$ cat config.mk
export PLATFORM = sky130hd
export DESIGN_NAME = ts_switch_sequencer_flat
export DESIGN_NICKNAME = d
export VERILOG_FILES = /design/src/rtl/ts_switch_sequencer_if.sv /design/src/rtl/ts_switch_sequencer.sv /design/src/flat_wrapper.sv
export SDC_FILE = /design/constraint.sdc
export NUM_CORES = 1
export LEC_CHECK = 0
export CAP_MARGIN = 10
export CORE_UTILIZATION = 43
export CTS_CLUSTER_SIZE = 10
export DETAILED_ROUTE_END_ITERATION = 10
export GPL_TIMING_DRIVEN = 0
export PLACE_DENSITY = 0.73
export SLEW_MARGIN = 20
export SYNTH_ARGS = -nofsm -noshare
export SYNTH_HDL_FRONTEND = slang
export SYNTH_SLANG_ARGS = --single-unit
export TNS_END_PERCENT = 1
$ cat constraint.sdc
create_clock -name clk -period 2.1 [get_ports clk]
set_input_delay 0.42 -clock clk [delete_from_list [all_inputs] [get_ports clk]]
set_output_delay 0.42 -clock clk [all_outputs]
set_load 0.02 [all_outputs]
$ cat src/rtl/ts_switch_sequencer_if.sv
// ---------------------------------------------------------------------------
// ts_switch_sequencer_if
// Bundles the control-side request, the per-channel packet-boundary strobes
// and the committed mux controls / status of the TS switch sequencer.
//
// Signals
//   req_sel     [1:0]      requested channel (from main_control)
//   req_en                 requested output enable (from main_control)
//   pkt_start   [3:0]      per-channel strobe, one cycle before sync byte 0x47
//   mux_sel     [1:0]      committed mux select
//   mux_en                 committed mux output enable
//   busy                   high while waiting for a packet boundary
//   switch_done            one-cycle pulse on every commit
//   timeout                one-cycle pulse when a wait state expires
//   switch_cnt  [CNT_W-1:0] commits since reset
//   timeout_cnt [CNT_W-1:0] timeout expiries since reset
//
// Modports
//   master : request / strobe source, observes the committed state
//   slave  : the sequencer itself
// ---------------------------------------------------------------------------
interface ts_switch_sequencer_if #(
    parameter int CNT_W = 16
);
    logic [1:0]       req_sel;
    logic             req_en;
    logic [3:0]       pkt_start;
    logic [1:0]       mux_sel;
    logic             mux_en;
    logic             busy;
    logic             switch_done;
    logic             timeout;
    logic [CNT_W-1:0] switch_cnt;
    logic [CNT_W-1:0] timeout_cnt;

    modport master (
        output req_sel,
        output req_en,
        output pkt_start,
        input  mux_sel,
        input  mux_en,
        input  busy,
        input  switch_done,
        input  timeout,
        input  switch_cnt,
        input  timeout_cnt
    );

    modport slave (
        input  req_sel,
        input  req_en,
        input  pkt_start,
        output mux_sel,
        output mux_en,
        output busy,
        output switch_done,
        output timeout,
        output switch_cnt,
        output timeout_cnt
    );
endinterface

$ cat src/rtl/ts_switch_sequencer.sv
// ---------------------------------------------------------------------------
// ts_switch_sequencer
// Packet-aligned switchover sequencer between main_control and the 4:1 TS
// channel mux. A requested channel change is committed only on MPEG2-TS packet
// boundaries: the output is blanked once the old channel's packet ends and is
// re-enabled when the new channel's sync byte arrives, so no torn packets leave
// the mux. Timeouts force progress when a channel delivers no boundaries.
//
// Parameters
//   TIMEOUT_CYC  max cycles waited for a boundary in either wait state (>=2)
//   MIN_DWELL    cycles after a commit during which new requests are held off (>=1)
//   CNT_W        width of the statistics counters
//
// Ports
//   clk    system clock, rising edge
//   rstn   asynchronous active-low reset
//   bus    ts_switch_sequencer_if.slave (request, strobes, mux controls, status)
//
// Build option
//   TS_SWITCH_STATS_EN : when defined, saturating switch/timeout counters are
//                        built; otherwise both counter outputs are tied to 0.
// ---------------------------------------------------------------------------
module ts_switch_sequencer #(
    parameter int TIMEOUT_CYC = 1024,
    parameter int MIN_DWELL   = 64,
    parameter int CNT_W       = 16
) (
    input  logic                  clk,
    input  logic                  rstn,
    ts_switch_sequencer_if.slave  bus
);

    localparam int TMR_W = $clog2(TIMEOUT_CYC + 1);
    localparam int DWL_W = (MIN_DWELL > 1) ? $clog2(MIN_DWELL + 1) : 1;

    localparam logic [TMR_W-1:0] TMR_LAST = TMR_W'(TIMEOUT_CYC - 1);
    localparam logic [DWL_W-1:0] DWL_LAST = DWL_W'(MIN_DWELL - 1);

    localparam logic [1:0] ST_IDLE     = 2'd0;
    localparam logic [1:0] ST_WAIT_OLD = 2'd1;
    localparam logic [1:0] ST_WAIT_NEW = 2'd2;
    localparam logic [1:0] ST_HOLDOFF  = 2'd3;

    logic [1:0]       state_q,  state_d;
    logic [1:0]       sel_q,    sel_d;
    logic             en_q,     en_d;
    logic [1:0]       target_q, target_d;
    logic [TMR_W-1:0] timer_q,  timer_d;
    logic [DWL_W-1:0] dwell_q,  dwell_d;
    logic             busy_q,   busy_d;
    logic             done_q,   done_d;
    logic             tout_q,   tout_d;

    logic             old_edge_s;
    logic             new_edge_s;

    // Boundary strobes of the channel on air and of the channel being requested.
    assign old_edge_s = bus.pkt_start[sel_q];
    assign new_edge_s = bus.pkt_start[bus.req_sel];

    // Next-state logic for the switchover sequence.
    always_comb begin
        state_d  = state_q;
        sel_d    = sel_q;
        en_d     = en_q;
        target_d = target_q;
        timer_d  = timer_q;
        dwell_d  = dwell_q;
        done_d   = 1'b0;
        tout_d   = 1'b0;

        if (!bus.req_en) begin
            // Disable wins in every state; the select is left where it was.
            en_d    = 1'b0;
            state_d = ST_IDLE;
            timer_d = {TMR_W{1'b0}};
        end else begin
            case (state_q)
                ST_IDLE: begin
                    if (!en_q) begin
                        target_d = bus.req_sel;
                        timer_d  = {TMR_W{1'b0}};
                        state_d  = ST_WAIT_NEW;
                    end else if (bus.req_sel != sel_q) begin
                        target_d = bus.req_sel;
                        timer_d  = {TMR_W{1'b0}};
                        state_d  = ST_WAIT_OLD;
                    end else begin
                        state_d  = ST_IDLE;
                    end
                end

                ST_WAIT_OLD: begin
                    target_d = bus.req_sel;
                    if (bus.req_sel == sel_q) begin
                        // Request withdrawn before anything changed on air.
                        state_d = ST_IDLE;
                    end else if (old_edge_s && new_edge_s) begin
                        // Both packets align on this edge: no blanking needed.
                        done_d = 1'b1;
                    end else if (old_edge_s || (timer_q == TMR_LAST)) begin
                        en_d    = 1'b0;
                        timer_d = {TMR_W{1'b0}};
                        tout_d  = !old_edge_s;
                        state_d = ST_WAIT_NEW;
                    end else begin
                        timer_d = timer_q + TMR_W'(1);
                    end
                end

                ST_WAIT_NEW: begin
                    if (new_edge_s) begin
                        target_d = bus.req_sel;
                        done_d   = 1'b1;
                    end else if (bus.req_sel != target_q) begin
                        // Retarget: the new channel gets a full timeout window.
                        target_d = bus.req_sel;
                        timer_d  = {TMR_W{1'b0}};
                    end else if (timer_q == TMR_LAST) begin
                        done_d   = 1'b1;
                        tout_d   = 1'b1;
                    end else begin
                        timer_d  = timer_q + TMR_W'(1);
                    end
                end

                ST_HOLDOFF: begin
                    if (dwell_q == DWL_LAST) begin
                        state_d = ST_IDLE;
                    end else begin
                        dwell_d = dwell_q + DWL_W'(1);
                    end
                end

                default: begin
                    state_d = ST_IDLE;
                end
            endcase
        end

        if (done_d) begin
            sel_d   = target_d;
            en_d    = 1'b1;
            timer_d = {TMR_W{1'b0}};
            dwell_d = {DWL_W{1'b0}};
            state_d = ST_HOLDOFF;
        end else begin
            sel_d   = sel_d;
        end

        busy_d = (state_d == ST_WAIT_OLD) || (state_d == ST_WAIT_NEW);
    end

    // State, committed mux controls and status pulses.
    always_ff @(posedge clk or negedge rstn) begin
        if (!rstn) begin
            state_q  <= ST_IDLE;
            sel_q    <= 2'd0;
            en_q     <= 1'b0;
            target_q <= 2'd0;
            timer_q  <= {TMR_W{1'b0}};
            dwell_q  <= {DWL_W{1'b0}};
            busy_q   <= 1'b0;
            done_q   <= 1'b0;
            tout_q   <= 1'b0;
        end else begin
            state_q  <= state_d;
            sel_q    <= sel_d;
            en_q     <= en_d;
            target_q <= target_d;
            timer_q  <= timer_d;
            dwell_q  <= dwell_d;
            busy_q   <= busy_d;
            done_q   <= done_d;
            tout_q   <= tout_d;
        end
    end

    assign bus.mux_sel     = sel_q;
    assign bus.mux_en      = en_q;
    assign bus.busy        = busy_q;
    assign bus.switch_done = done_q;
    assign bus.timeout     = tout_q;

`ifdef TS_SWITCH_STATS_EN
    logic [CNT_W-1:0] swc_q;
    logic [CNT_W-1:0] toc_q;

    // Saturating commit and timeout counters, driven by the registered pulses.
    always_ff @(posedge clk or negedge rstn) begin
        if (!rstn) begin
            swc_q <= {CNT_W{1'b0}};
            toc_q <= {CNT_W{1'b0}};
        end else begin
            if (done_q && (swc_q != {CNT_W{1'b1}})) begin
                swc_q <= swc_q + CNT_W'(1);
            end else begin
                swc_q <= swc_q;
            end
            if (tout_q && (toc_q != {CNT_W{1'b1}})) begin
                toc_q <= toc_q + CNT_W'(1);
            end else begin
                toc_q <= toc_q;
            end
        end
    end

    assign bus.switch_cnt  = swc_q;
    assign bus.timeout_cnt = toc_q;
`else
    assign bus.switch_cnt  = {CNT_W{1'b0}};
    assign bus.timeout_cnt = {CNT_W{1'b0}};
`endif

endmodule

$ cat src/flat_wrapper.sv
// flat-port wrapper written by rule: the top's interface ports become plain ports
module ts_switch_sequencer_flat 
#(
    parameter int TIMEOUT_CYC = 1024,
    parameter int MIN_DWELL   = 64,
    parameter int CNT_W       = 16
)
  (clk, rstn, bus_req_sel, bus_req_en, bus_pkt_start, bus_mux_sel, bus_mux_en, bus_busy, bus_switch_done, bus_timeout, bus_switch_cnt, bus_timeout_cnt);
  ts_switch_sequencer_if #(.CNT_W(CNT_W)) bus_i ();
  input  logic clk;
  input  logic rstn;
  input wire logic [$bits(bus_i.req_sel)-1:0] bus_req_sel;
  input wire logic [$bits(bus_i.req_en)-1:0] bus_req_en;
  input wire logic [$bits(bus_i.pkt_start)-1:0] bus_pkt_start;
  output wire logic [$bits(bus_i.mux_sel)-1:0] bus_mux_sel;
  output wire logic [$bits(bus_i.mux_en)-1:0] bus_mux_en;
  output wire logic [$bits(bus_i.busy)-1:0] bus_busy;
  output wire logic [$bits(bus_i.switch_done)-1:0] bus_switch_done;
  output wire logic [$bits(bus_i.timeout)-1:0] bus_timeout;
  output wire logic [$bits(bus_i.switch_cnt)-1:0] bus_switch_cnt;
  output wire logic [$bits(bus_i.timeout_cnt)-1:0] bus_timeout_cnt;
  assign bus_i.req_sel = bus_req_sel;
  assign bus_i.req_en = bus_req_en;
  assign bus_i.pkt_start = bus_pkt_start;
  assign bus_mux_sel = bus_i.mux_sel;
  assign bus_mux_en = bus_i.mux_en;
  assign bus_busy = bus_i.busy;
  assign bus_switch_done = bus_i.switch_done;
  assign bus_timeout = bus_i.timeout;
  assign bus_switch_cnt = bus_i.switch_cnt;
  assign bus_timeout_cnt = bus_i.timeout_cnt;
  ts_switch_sequencer #(.TIMEOUT_CYC(TIMEOUT_CYC), .MIN_DWELL(MIN_DWELL), .CNT_W(CNT_W)) u_core (.clk(clk), .rstn(rstn), .bus(bus_i));
endmodule
==> results.ini <==
[final_layout]
multi_input_area_sq_um=1310
final_nets=302
layout-drive-gt1-share_pct=35.3
design_area_sq_um=2720
final_cell_mix=buf_4 (48), conb_1 (32), dfrtp_1 (26)
fill_cells=354
seqCellArea_sq_um=703
area_delta_synth_final_pct=33.9
final_common_cell=buf_4
n_antenna_cell=0

[run]
maxCapViolCount=0

[floorplanning]
fp.coreArea_sq_um=4440
fp.dieArea_sq_um=5000
io_pins=47
die_y_um=70.7
rows=24
die_w_um=70.7
start_util_pct=45.7

[cts]
hold_buffers=0
clk_latency_ns=0.28
htreeDepth=1
cts_root_buf=clkbuf_8
cts_buffers=3
cts_tree=done
clock-sinks=28
clk_path_buf_depth=2
path_clk_slew_ns=0.10

[setup_path]
slowest_stage=or4_4
worstSetupPathType=flop to flop
worstSetupStartpointType=flop
worstPathCellList=buf_4, xor2_1, o21ai_2, nor2_2, or4_4, a211o_1, nand3_1
path_depth=7
critical-path-max-stage-delay_ns=0.54
worstPathRequired_ns=2.32
cp_max_fo=5
path_delay_family=simple AND/OR/NAND/NOR gates
cp_num_buf_inv=1
r2r-start=u_core.bus.mux_sel[0]$_DFFE_PN0P_
worstSetupEndpointType=flop
cp_data_arrival_time_ns=2.42
setup.worst_path.start=u_core.bus.mux_sel[0]$_DFFE_PN0P_
ff2ff_path_depth=7

[yosys]
yosysTopAreaCellShare_pct=34.5
ys_ff_latch=28
synthFlopType=dfrtp_1
post_synth_num_cell_types=53
yosysSeqAreaShare_pct=34.5
synthArstFlopShare_pct=100
avgSynthCellArea_sq_um=9.19
synthTopCellsByArea=dfrtp_1 (35%), buf_4 (12%), mux2i_1 (3.9%)
synth_edf_count=0
yosysWarningCount=0
syn_area_sq_um=2030
syn_inst=221
yosysTopAreaCell=dfrtp_1

[placement]
place.gp.congestion=0.858
place_ws_ns=-0.812
place_area_sq_um=2350
port_buffers=14
post-dp-hpwl_um=2920

[timing]
setup_viol=7
fin_crit_sh_pct=105
setup_ws_ns=-0.106
tightest_slew_ns=0.623
slew_headroom_pct=58.5
drv_slew=0
fin_skew_ns=0.00167
tns_ns=-0.313
fin_crit_ns=2.21
clock.fmax_ghz=0.453
rsz0062_at_grt=true
hold_viol=0
timing.hold.ws_ns=0.141

[pwr]
p_comb_share_pct=57.4
power_switching_w=0.00113
seqPwrFrac_pct=26.7
p_int_w=0.00158
swShare_pct=41.7
leakage_nw=1.22
pwr-share-clk_pct=15.9
power.density_nw_per_um2=999
vdd_drop_max_v=0.000470

[route]
route.detailed.drc=6
drt_wl_total_um=4740
wire_per_inst_um=14.0
vias=1780
viasPerCell=5.27
firstDrtPassIters=7
first_iter_violations=151
ant_nets=0

[hold_path]
hp-class=input pin to asynchronous set/reset pin

[run_status]
violations=design-rule violations, negative setup slack
status=complete, but fails checks

[global_routing]
antenna_found_initial=0
grt_overflow_total=0
grt_max_degree=29
grt_pass1_wl_um=7130
grt_usage_pct=17.6
grt_pass1_vias=1553

-- repair_timing --
item / 4_1_cts / 5_1_grt
cloned: 1 / 0
setup buffers: 7 / 9
pin swaps: 7 / 6
endpoints found under the setup margin: 24 / 14
gates resized for setup: 42 / 12
-- power groups by stage --
stage / clock [W] / combinational [W] / sequential (W)
floorplan: 0 / 0.000794 / 0.000758
global placement: 0 / 0.00106 / 0.000734
detailed placement: 0 / 0.00108 / 0.000737
CTS: 0.000433 / 0.00136 / 0.000722
global route: 0.000452 / 0.00167 / 0.000740
finish: 0.000431 / 0.00156 / 0.000726
-- synth_stat cells (2+ instances only) --
| cell type | count |
|---|---|
| a211oi_1 | 5 |
| a21oi_1 | 6 |
| a22o_1 | 3 |
| a31oi_1 | 2 |
| and2_1 | 2 |
| and3_1 | 2 |
| and4_1 | 2 |
| buf_2 | 3 |
| buf_4 | 32 |
| clkbuf_1 | 2 |
| dfrtp_1 | 28 |
| ha_1 | 6 |
| inv_1 | 9 |
| mux2_2 | 4 |
| mux2i_1 | 8 |
| mux4_2 | 2 |
| nand2_1 | 13 |
| nand2b_1 | 4 |
| nand3_1 | 15 |
| nand3b_1 | 6 |
| nand4_1 | 2 |
| nor2_1 | 14 |
| nor2_2 | 2 |
| nor3_1 | 5 |
| o21ai_0 | 3 |
| o21ai_1 | 2 |
| o22ai_1 | 4 |
| or2_2 | 2 |
| xnor2_1 | 5 |
| xor2_1 | 5 |
-- path summary, 6_finish.rpt --
check	end	slack [ns]
worst max register to register	u_core.timer_q[7]$_DFFE_PN0P_	-0.11
min in group clk	u_core.target_q[0]$_DFF_PN0_	0.49
worst min register to register	u_core.dwell_q[6]$_DFFE_PN0P_	0.54
worst min-delay path	u_core.timer_q[4]$_DFFE_PN0P_	0.14
worst max-delay path	u_core.timer_q[7]$_DFFE_PN0P_	-0.11
max in group asynchronous	u_core.bus.mux_sel[0]$_DFFE_PN0P_	1.51
-- state kept, by name, summed over array words and instances, names as in the netlist --
signal                  count
u_core.bus.busy             1
u_core.bus.mux_en           1
u_core.bus.mux_sel          2
u_core.bus.switch_done      1
u_core.bus.timeout          1
u_core.dwell_q              7
u_core.state_q              2
u_core.target_q             2
u_core.timer_q             11
-- layout make-up --
class | count | area share (%)
plain buffers | 37 | 10.3
well taps | 52 | 2.39
multi-input cells | 177 | 48.3
flip-flops and latches | 28 | 25.9
clock inverters | 1 | 1.10
inverters | 9 | 1.24
repair buffers | 31 | 9.38
clock buffers | 3 | 1.52
-- per-layer routing --
layer,vias up,track usage [%],routed length (um)
li1,859,-,-
met1,836,21.9,1890
met2,76,31.6,2510
met3,9,2.28,263
met4,0,5.78,80
met5,-,0,0
-- logic make-up after synthesis --
| logic type | synth area share, % |
|---|---|
| adders and majority gates | 3.70 |
| xor gates and xnor gates | 4.31 |
| buffers and inverters | 14.8 |
| and+or+nand+nor | 19.5 |
| other | 0.185 |
| DFF | 34.5 |
| AOI/OAI and AO/OA | 14.7 |
| muxes | 8.38 |
-- through the flow --
step	utilization (%)	std cells	power, W
CTS	58.4	329	0.00252
finish	61.2	338	0.00272
detailed placement	52.9	318	0.00182
global placement	53.0	318	0.00180
global route	61.2	338	0.00287
floorplan	-	252	0.00155
Power figures use the tool's default switching activity.
